===== src/rtl/mem_access_stage.sv =====
// Purpose: MEM pipeline stage; issues data-memory loads/stores and produces the MEM/WB register.
// Latency: non-memory ops 1 cycle; memory ops 1 + bus handshake + read response cycles.
// Backpressure: stalls upstream while an access is outstanding; waits on dmem_ready/dmem_rvalid, aborts after TIMEOUT_CYCLES.
module mem_access_stage #(
    parameter int TIMEOUT_CYCLES = 255,
    parameter int ADDR_W         = 32
) (
    input  logic              clk,
    input  logic              reset,
    input  logic              EX_MEM_enable_out,
    input  logic [31:0]       EX_MEM_PC,
    input  logic [31:0]       EX_MEM_ALUResult,
    input  logic [31:0]       EX_MEM_WriteData,
    input  logic [4:0]        EX_MEM_Rd,
    input  logic              EX_MEM_RegWrite,
    input  logic              EX_MEM_MemRead,
    input  logic              EX_MEM_MemWrite,
    input  logic [2:0]        EX_MEM_Funct3,
    output logic              dmem_req,
    output logic              dmem_we,
    output logic [ADDR_W-1:0] dmem_addr,
    output logic [31:0]       dmem_wdata,
    output logic [3:0]        dmem_wstrb,
    input  logic              dmem_ready,
    input  logic              dmem_rvalid,
    input  logic [31:0]       dmem_rdata,
    output logic              mem_stall,
    output logic              mem_fault,
    output logic [31:0]       MEM_WB_PC,
    output logic [31:0]       MEM_WB_ALUResult,
    output logic [31:0]       MEM_WB_ReadData,
    output logic [4:0]        MEM_WB_Rd,
    output logic              MEM_WB_RegWrite,
    output logic              MEM_WB_MemToReg,
    output logic              MEM_WB_enable_out
);

    localparam logic [1:0] IDLE = 2'd0;
    localparam logic [1:0] REQ  = 2'd1;
    localparam logic [1:0] WAIT = 2'd2;

    // Counter only needs to reach TIMEOUT_CYCLES-1: the abort fires on the last allowed cycle.
    localparam int TMO_W  = (TIMEOUT_CYCLES > 1) ? $clog2(TIMEOUT_CYCLES) : 1;
    localparam bit TMO_EN = (TIMEOUT_CYCLES != 0);
    localparam logic [TMO_W-1:0] TMO_LAST = TMO_W'(TIMEOUT_CYCLES - 1);

    logic [1:0]       state;
    logic [TMO_W-1:0] tmo_cnt;

    // Latched copy of the accepted memory op; authoritative while not IDLE.
    logic [31:0]      lat_pc;
    logic [31:0]      lat_alu;
    logic [31:0]      lat_wdata;
    logic [3:0]       lat_wstrb;
    logic [4:0]       lat_rd;
    logic             lat_regwrite;
    logic [2:0]       lat_funct3;
    logic             lat_store;

    logic             is_mem_op;
    logic             size_bad;
    logic             align_bad;
    logic             accept_mem;
    logic             accept_ok;
    logic             accept_fault;
    logic [31:0]      st_wdata;
    logic [3:0]       st_wstrb;
    logic [7:0]       ld_byte;
    logic [15:0]      ld_half;
    logic [31:0]      ld_data;
    logic             st_done;
    logic             ld_done;
    logic             tmo_hit;

    assign is_mem_op = EX_MEM_MemRead | EX_MEM_MemWrite;

    // Legality of the incoming access: encoding first, then natural alignment.
    always_comb begin
        size_bad  = (EX_MEM_Funct3[1:0] == 2'b11)
                  | (EX_MEM_Funct3[2] & EX_MEM_Funct3[1])
                  | (EX_MEM_Funct3[2] & EX_MEM_MemWrite);
        align_bad = ((EX_MEM_Funct3[1:0] == 2'b01) & EX_MEM_ALUResult[0])
                  | ((EX_MEM_Funct3[1:0] == 2'b10) & (|EX_MEM_ALUResult[1:0]));
    end

    assign accept_mem   = (state == IDLE) & EX_MEM_enable_out & is_mem_op;
    assign accept_ok    = accept_mem & ~size_bad & ~align_bad;
    assign accept_fault = accept_mem & (size_bad | align_bad);

    // Store lane placement: data replicated across lanes, strobes select the addressed bytes.
    always_comb begin
        st_wdata = EX_MEM_WriteData;
        st_wstrb = 4'b1111;
        case (EX_MEM_Funct3[1:0])
            2'b00: begin
                st_wdata = {4{EX_MEM_WriteData[7:0]}};
                st_wstrb = 4'b0001 << EX_MEM_ALUResult[1:0];
            end
            2'b01: begin
                st_wdata = {2{EX_MEM_WriteData[15:0]}};
                st_wstrb = 4'b0011 << EX_MEM_ALUResult[1:0];
            end
            default: begin
                st_wdata = EX_MEM_WriteData;
                st_wstrb = 4'b1111;
            end
        endcase
    end

    // Load lane extraction and sign/zero extension from the latched address and size.
    always_comb begin
        case (lat_alu[1:0])
            2'b00:   ld_byte = dmem_rdata[7:0];
            2'b01:   ld_byte = dmem_rdata[15:8];
            2'b10:   ld_byte = dmem_rdata[23:16];
            default: ld_byte = dmem_rdata[31:24];
        endcase
        ld_half = lat_alu[1] ? dmem_rdata[31:16] : dmem_rdata[15:0];
        case (lat_funct3)
            3'b000:  ld_data = {{24{ld_byte[7]}}, ld_byte};
            3'b001:  ld_data = {{16{ld_half[15]}}, ld_half};
            3'b100:  ld_data = {24'd0, ld_byte};
            3'b101:  ld_data = {16'd0, ld_half};
            default: ld_data = dmem_rdata;
        endcase
    end

    // A load may finish in REQ when the response arrives together with the accept.
    assign st_done = (state == REQ) & dmem_ready & lat_store;
    assign ld_done = ((state == REQ) & dmem_ready & ~lat_store & dmem_rvalid)
                   | ((state == WAIT) & dmem_rvalid);
    assign tmo_hit = TMO_EN & (state != IDLE) & (tmo_cnt == TMO_LAST) & ~st_done & ~ld_done;

    // Access FSM: IDLE -> REQ -> (WAIT) -> IDLE, with timeout abort from REQ/WAIT.
    always_ff @(posedge clk or posedge reset) begin
        if (reset) begin
            state <= IDLE;
        end else begin
            case (state)
                IDLE: begin
                    if (accept_ok) begin
                        state <= REQ;
                    end
                end
                REQ: begin
                    if (tmo_hit || st_done || ld_done) begin
                        state <= IDLE;
                    end else if (dmem_ready) begin
                        state <= WAIT;
                    end
                end
                WAIT: begin
                    if (tmo_hit || ld_done) begin
                        state <= IDLE;
                    end
                end
                default: state <= IDLE;
            endcase
        end
    end

    // Timeout counter: cleared on entry to REQ, counts every cycle spent in REQ/WAIT.
    always_ff @(posedge clk or posedge reset) begin
        if (reset) begin
            tmo_cnt <= '0;
        end else if (accept_ok) begin
            tmo_cnt <= '0;
        end else if (state != IDLE) begin
            tmo_cnt <= tmo_cnt + 1'b1;
        end
    end

    // Capture the accepted memory op so the bus fields stay stable while upstream is stalled.
    always_ff @(posedge clk or posedge reset) begin
        if (reset) begin
            lat_pc       <= '0;
            lat_alu      <= '0;
            lat_wdata    <= '0;
            lat_wstrb    <= '0;
            lat_rd       <= '0;
            lat_regwrite <= 1'b0;
            lat_funct3   <= '0;
            lat_store    <= 1'b0;
        end else if (accept_ok) begin
            lat_pc       <= EX_MEM_PC;
            lat_alu      <= EX_MEM_ALUResult;
            lat_wdata    <= EX_MEM_MemWrite ? st_wdata : 32'd0;
            lat_wstrb    <= EX_MEM_MemWrite ? st_wstrb : 4'd0;
            lat_rd       <= EX_MEM_Rd;
            lat_regwrite <= EX_MEM_RegWrite;
            lat_funct3   <= EX_MEM_Funct3;
            lat_store    <= EX_MEM_MemWrite;
        end
    end

    // Fault is a single-cycle pulse for an illegal access or a timeout abort.
    always_ff @(posedge clk or posedge reset) begin
        if (reset) begin
            mem_fault <= 1'b0;
        end else begin
            mem_fault <= accept_fault | tmo_hit;
        end
    end

    // MEM/WB register: bubble by default, loaded on pass-through or access completion.
    always_ff @(posedge clk or posedge reset) begin
        if (reset) begin
            MEM_WB_PC         <= '0;
            MEM_WB_ALUResult  <= '0;
            MEM_WB_ReadData   <= '0;
            MEM_WB_Rd         <= '0;
            MEM_WB_RegWrite   <= 1'b0;
            MEM_WB_MemToReg   <= 1'b0;
            MEM_WB_enable_out <= 1'b0;
        end else begin
            MEM_WB_enable_out <= 1'b0;
            MEM_WB_RegWrite   <= 1'b0;
            if ((state == IDLE) && EX_MEM_enable_out && !is_mem_op) begin
                MEM_WB_PC         <= EX_MEM_PC;
                MEM_WB_ALUResult  <= EX_MEM_ALUResult;
                MEM_WB_ReadData   <= 32'd0;
                MEM_WB_Rd         <= EX_MEM_Rd;
                MEM_WB_RegWrite   <= EX_MEM_RegWrite;
                MEM_WB_MemToReg   <= 1'b0;
                MEM_WB_enable_out <= 1'b1;
            end else if (st_done) begin
                MEM_WB_PC         <= lat_pc;
                MEM_WB_ALUResult  <= lat_alu;
                MEM_WB_ReadData   <= 32'd0;
                MEM_WB_Rd         <= lat_rd;
                MEM_WB_MemToReg   <= 1'b0;
                MEM_WB_enable_out <= 1'b1;
            end else if (ld_done) begin
                MEM_WB_PC         <= lat_pc;
                MEM_WB_ALUResult  <= lat_alu;
                MEM_WB_ReadData   <= ld_data;
                MEM_WB_Rd         <= lat_rd;
                MEM_WB_RegWrite   <= lat_regwrite;
                MEM_WB_MemToReg   <= 1'b1;
                MEM_WB_enable_out <= 1'b1;
            end
        end
    end

    // Bus request is decoded from state so an async reset drops it immediately.
    assign dmem_req   = (state == REQ);
    assign dmem_we    = dmem_req & lat_store;
    assign dmem_addr  = {lat_alu[ADDR_W-1:2], 2'b00};
    assign dmem_wdata = lat_wdata;
    assign dmem_wstrb = lat_wstrb;
    assign mem_stall  = (state != IDLE) | accept_ok;

endmodule


===== config.mk =====
export PLATFORM = sky130hd
export DESIGN_NAME = mem_access_stage
export DESIGN_NICKNAME = d
export VERILOG_FILES = /design/src/rtl/mem_access_stage.sv
export SDC_FILE = /design/constraint.sdc
export NUM_CORES = 1
export LEC_CHECK = 0
export CORE_MARGIN = 4
export CORE_UTILIZATION = 43
export CTS_CLUSTER_DIAMETER = 30
export CTS_CLUSTER_SIZE = 40
export DETAILED_ROUTE_END_ITERATION = 10
export PLACE_DENSITY = 0.77
export SLEW_MARGIN = 5
export SYNTH_ARGS = -nofsm -noshare
export SYNTH_HDL_FRONTEND = slang
export SYNTH_SLANG_ARGS = --single-unit
export TNS_END_PERCENT = 1

===== constraint.sdc =====
create_clock -name clk -period 7.9 [get_ports clk]
set_input_delay 1.975 -clock clk [delete_from_list [all_inputs] [get_ports clk]]
set_output_delay 1.975 -clock clk [all_outputs]
set_load 0.01 [all_outputs]

==> results.py <==
metrics = {
    "die": {
        "die_w_um": 165,
        "fp.dieH_um": 165,
        "io_pins": 320,
        "start_util_pct": 43.6,
        "core_area_um2": 24300,
        "rows": 57,
        "die_area_um2": 27200,
    },
    "clocking": {
        "clk_pin_slew_worst_paths_ns": 0.05,
        "h-tree-depth": 2,
        "cts_made_buffers": 48,
        "clock_path_buffers": 3,
        "cts_sinks": 225,
        "insertion_delay_ns": 0.54,
        "hold_buffers": 0,
        "cts_root_buffer": "clkbuf_16",
        "cts_tree": "done",
        "cts_resized": 0,
        "postCtsSetupRepairBufs": 0,
    },
    "logic_synthesis": {
        "synth_edf_count": 0,
        "ys_ff_latch": 225,
        "synth_compound_area_share_pct": 9.51,
        "async_flop_share_pct": 100,
        "synth_ff_type": "dfrtp_1",
        "synth_fa_ha_area_share_pct": 0.236,
        "yosys.area_share.simple_pct": 18.9,
        "ys_seq_area_share_pct": 53.1,
        "synthXorXnorAreaFrac_pct": 0.578,
        "yosys-top-cells-area": "dfrtp_1, nand2_1, mux2i_1",
        "yosysWarningCount": 0,
        "syn_avg_cell_area_um2": 9.81,
        "synthCells": 1081,
        "synth_top_area_cell": "dfrtp_1",
        "syn_area_um2": 10600,
        "muxShareOfSynthArea_pct": 11.5,
        "synth.top_cell.area_share_pct": 53.1,
        "synth.distinct_cells": 53,
        "synth_top_family_by_area": "simple AND/OR/NAND/NOR gates",
    },
    "pwr": {
        "vdd_drop_max_uv": 246,
        "p_leak_uw": 0.00736,
        "powerDensity_nw_per_um2": 360,
        "total_power_uw": 5570,
    },
    "critical_path": {
        "crit_required_ns": 5.93,
        "worstReg2RegEnd": "MEM_WB_PC[27]$_DFFE_PP0P_",
        "r2r-start": "state[0]$_DFFE_PP0P_",
        "path_class": "in2out",
        "startpoint": "EX_MEM_MemWrite",
        "crit_path_end_kind": "output port",
        "reg2reg_slack_ns": 4.49,
        "arrival_ns": 3.97,
        "cp_max_fo": 40,
        "rr_worst_depth": 6,
        "crit_path_start_kind": "primary input",
    },
    "sta": {
        "hold_viol": 0,
        "fin_tns_setup_ns": 0,
        "setup_violations": 0,
        "period_share_pct": 75.2,
        "rsz0062_at_grt": "false",
        "fmax_ghz": 0.168,
        "worst_slew_pin_slew_ns": 1.04,
        "fin_crit_ns": 5.94,
        "finClkSkew_ns": 0.0231,
        "slew_headroom_pct": 30.7,
        "drv_slew": 0,
    },
    "final_layout": {
        "area_delta_synth_final_pct": 45.7,
        "mostFrequentLayoutCells": "clkdlybuf4s50_1, nand2_1, dfrtp_1",
        "multiInputGateArea_um2": 4380,
        "regArea_um2": 5630,
        "drive_gt1_share_pct": 10.7,
        "post-route-util_pct": 63.6,
        "num-fill-cells": 1923,
        "fin_cells": 1704,
        "stdcell_area_um2": 15500,
        "layout_commonest_cell": "clkdlybuf4s50_1",
        "fin_nets": 1487,
    },
    "global_route": {
        "antenna_found_initial": 1,
        "grt_max_degree": 125,
        "grt_pass1_vias": 9531,
        "overflow": 0,
        "grt_first_pass_wirelength_um": 50500,
        "grt_usage_pct": 22.8,
    },
    "worst_hold_path": {
        "hold_class": "reg2reg",
        "holdPathStages": 2,
        "min_from": "dmem_wdata[7]$_DFFE_PP0P_",
        "min_to": "dmem_wdata[7]$_DFFE_PP0P_",
    },
    "placed_design": {
        "dpl_cell_area_um2": 13700,
        "dp_hpwl_um": 20100,
        "dp.cells": 1615,
        "port_buffers": 317,
        "gp_congestion": 0.810,
    },
    "routing": {
        "drt_iter0_drc": 708,
        "finalWirelength_um": 31700,
        "drt_pass1_iterations": 4,
        "drt-vias-per-instance": 5.40,
        "final_antenna_net_count": 0,
        "avgRoutedWirePerCell_um": 18.6,
        "drcViolationCount": 0,
        "dr_total_vias": 9199,
    },
    "run": {
        "cap_violations": 0,
    },
    "run_status": {
        "outcome": "complete, no violations",
    },
}
cell usage after synthesis, types with 3 or more instances:
| library cell | count |
|---|---|
| a21oi_1 | 11 |
| a221o_1 | 16 |
| a32o_1 | 8 |
| and2_1 | 3 |
| buf_1 | 5 |
| buf_2 | 36 |
| buf_4 | 32 |
| clkbuf_1 | 44 |
| dfrtp_1 | 225 |
| inv_1 | 5 |
| mux2_2 | 33 |
| mux2i_1 | 84 |
| nand2_1 | 302 |
| nand2b_1 | 8 |
| nand3_1 | 36 |
| nand4_1 | 71 |
| nor2_1 | 15 |
| nor2b_1 | 4 |
| o21ai_0 | 19 |
| o21ai_1 | 74 |
| o2bb2ai_1 | 7 |
| xor2_1 | 6 |
kinds of logic (layout without fill, tap and decap cells):
family | count (synthesis) | count (layout)
compound gates | 151 | 151
xor+xnor | 7 | 7
fa+ha+maj | 2 | 2
buf+inv | 126 | 422
flops | 225 | 225
mux | 118 | 118
other cells | 1 | 4
simple gates | 451 | 451
per-stage QoR:
stage | hold slack (ns) | setup WS [ns]
final | 0.461 | 1.96
after detailed placement | 0.454 | 1.98
after CTS | 0.465 | 1.97
after global routing | 0.484 | 1.86
after floorplan | 0.445 | 2.71
after global placement | 0.451 | 2.03
routing by layer:
| metal | wire [um] | GRT usage, % | part of all wire (%) |
|---|---|---|---|
| met4 | 785 | 7.64 | 2.5 |
| met1 | 12900 | 29.2 | 41 |
| met2 | 15900 | 38.4 | 50 |
| met3 | 2160 | 4.84 | 6.8 |
| met5 | 0 | 0 | 0 |
layout make-up:
class,count,share of cell area (%)
antenna,2,0.0324
clock buffer,53,8.15
clock inverter,34,3.08
inverter,6,0.170
multi-input combinational,731,28.3
sequential,225,36.4
tap,324,2.62
timing repair buffer,329,21.2
registers in the layout (all words and copies together) (netlist names):
| name | flops |
|---|---|
| lat_funct3 | 3 |
| dmem_wdata | 32 |
| lat_regwrite | 1 |
| MEM_WB_Rd | 5 |
| MEM_WB_enable_out | 1 |
| mem_fault | 1 |
| state | 2 |
| MEM_WB_ALUResult | 32 |
| MEM_WB_PC | 32 |
| lat_rd | 5 |
| lat_alu | 32 |
| dmem_wstrb | 4 |
| lat_store | 1 |
| tmo_cnt | 8 |
| lat_pc | 32 |
| MEM_WB_ReadData | 32 |
| MEM_WB_RegWrite | 1 |
| MEM_WB_MemToReg | 1 |
critical path, stage by stage:
cell and delay (ns):
clkdlybuf4s50_1 0.42, buf_4 0.27, a221oi_2 0.50, o2111ai_4 0.17, nand2_1 0.10, clkdlybuf4s50_1 0.53
power by group:
part           leakage (uW)  internal (uW)  switching (uW)
clock network      0.000828           1450             676
logic               0.00363            891             726
registers           0.00290           1550             275
total               0.00736           3890            1680
how the worst max path moves through the flow:
stage	end	depth (start not counted)
after CTS	mem_stall	6
final	mem_stall	6
after floorplan	mem_stall	6
after detailed placement	mem_stall	6
after global placement	mem_stall	6
after global routing	mem_stall	6
Note: power is estimated with default switching activity, not from simulation.
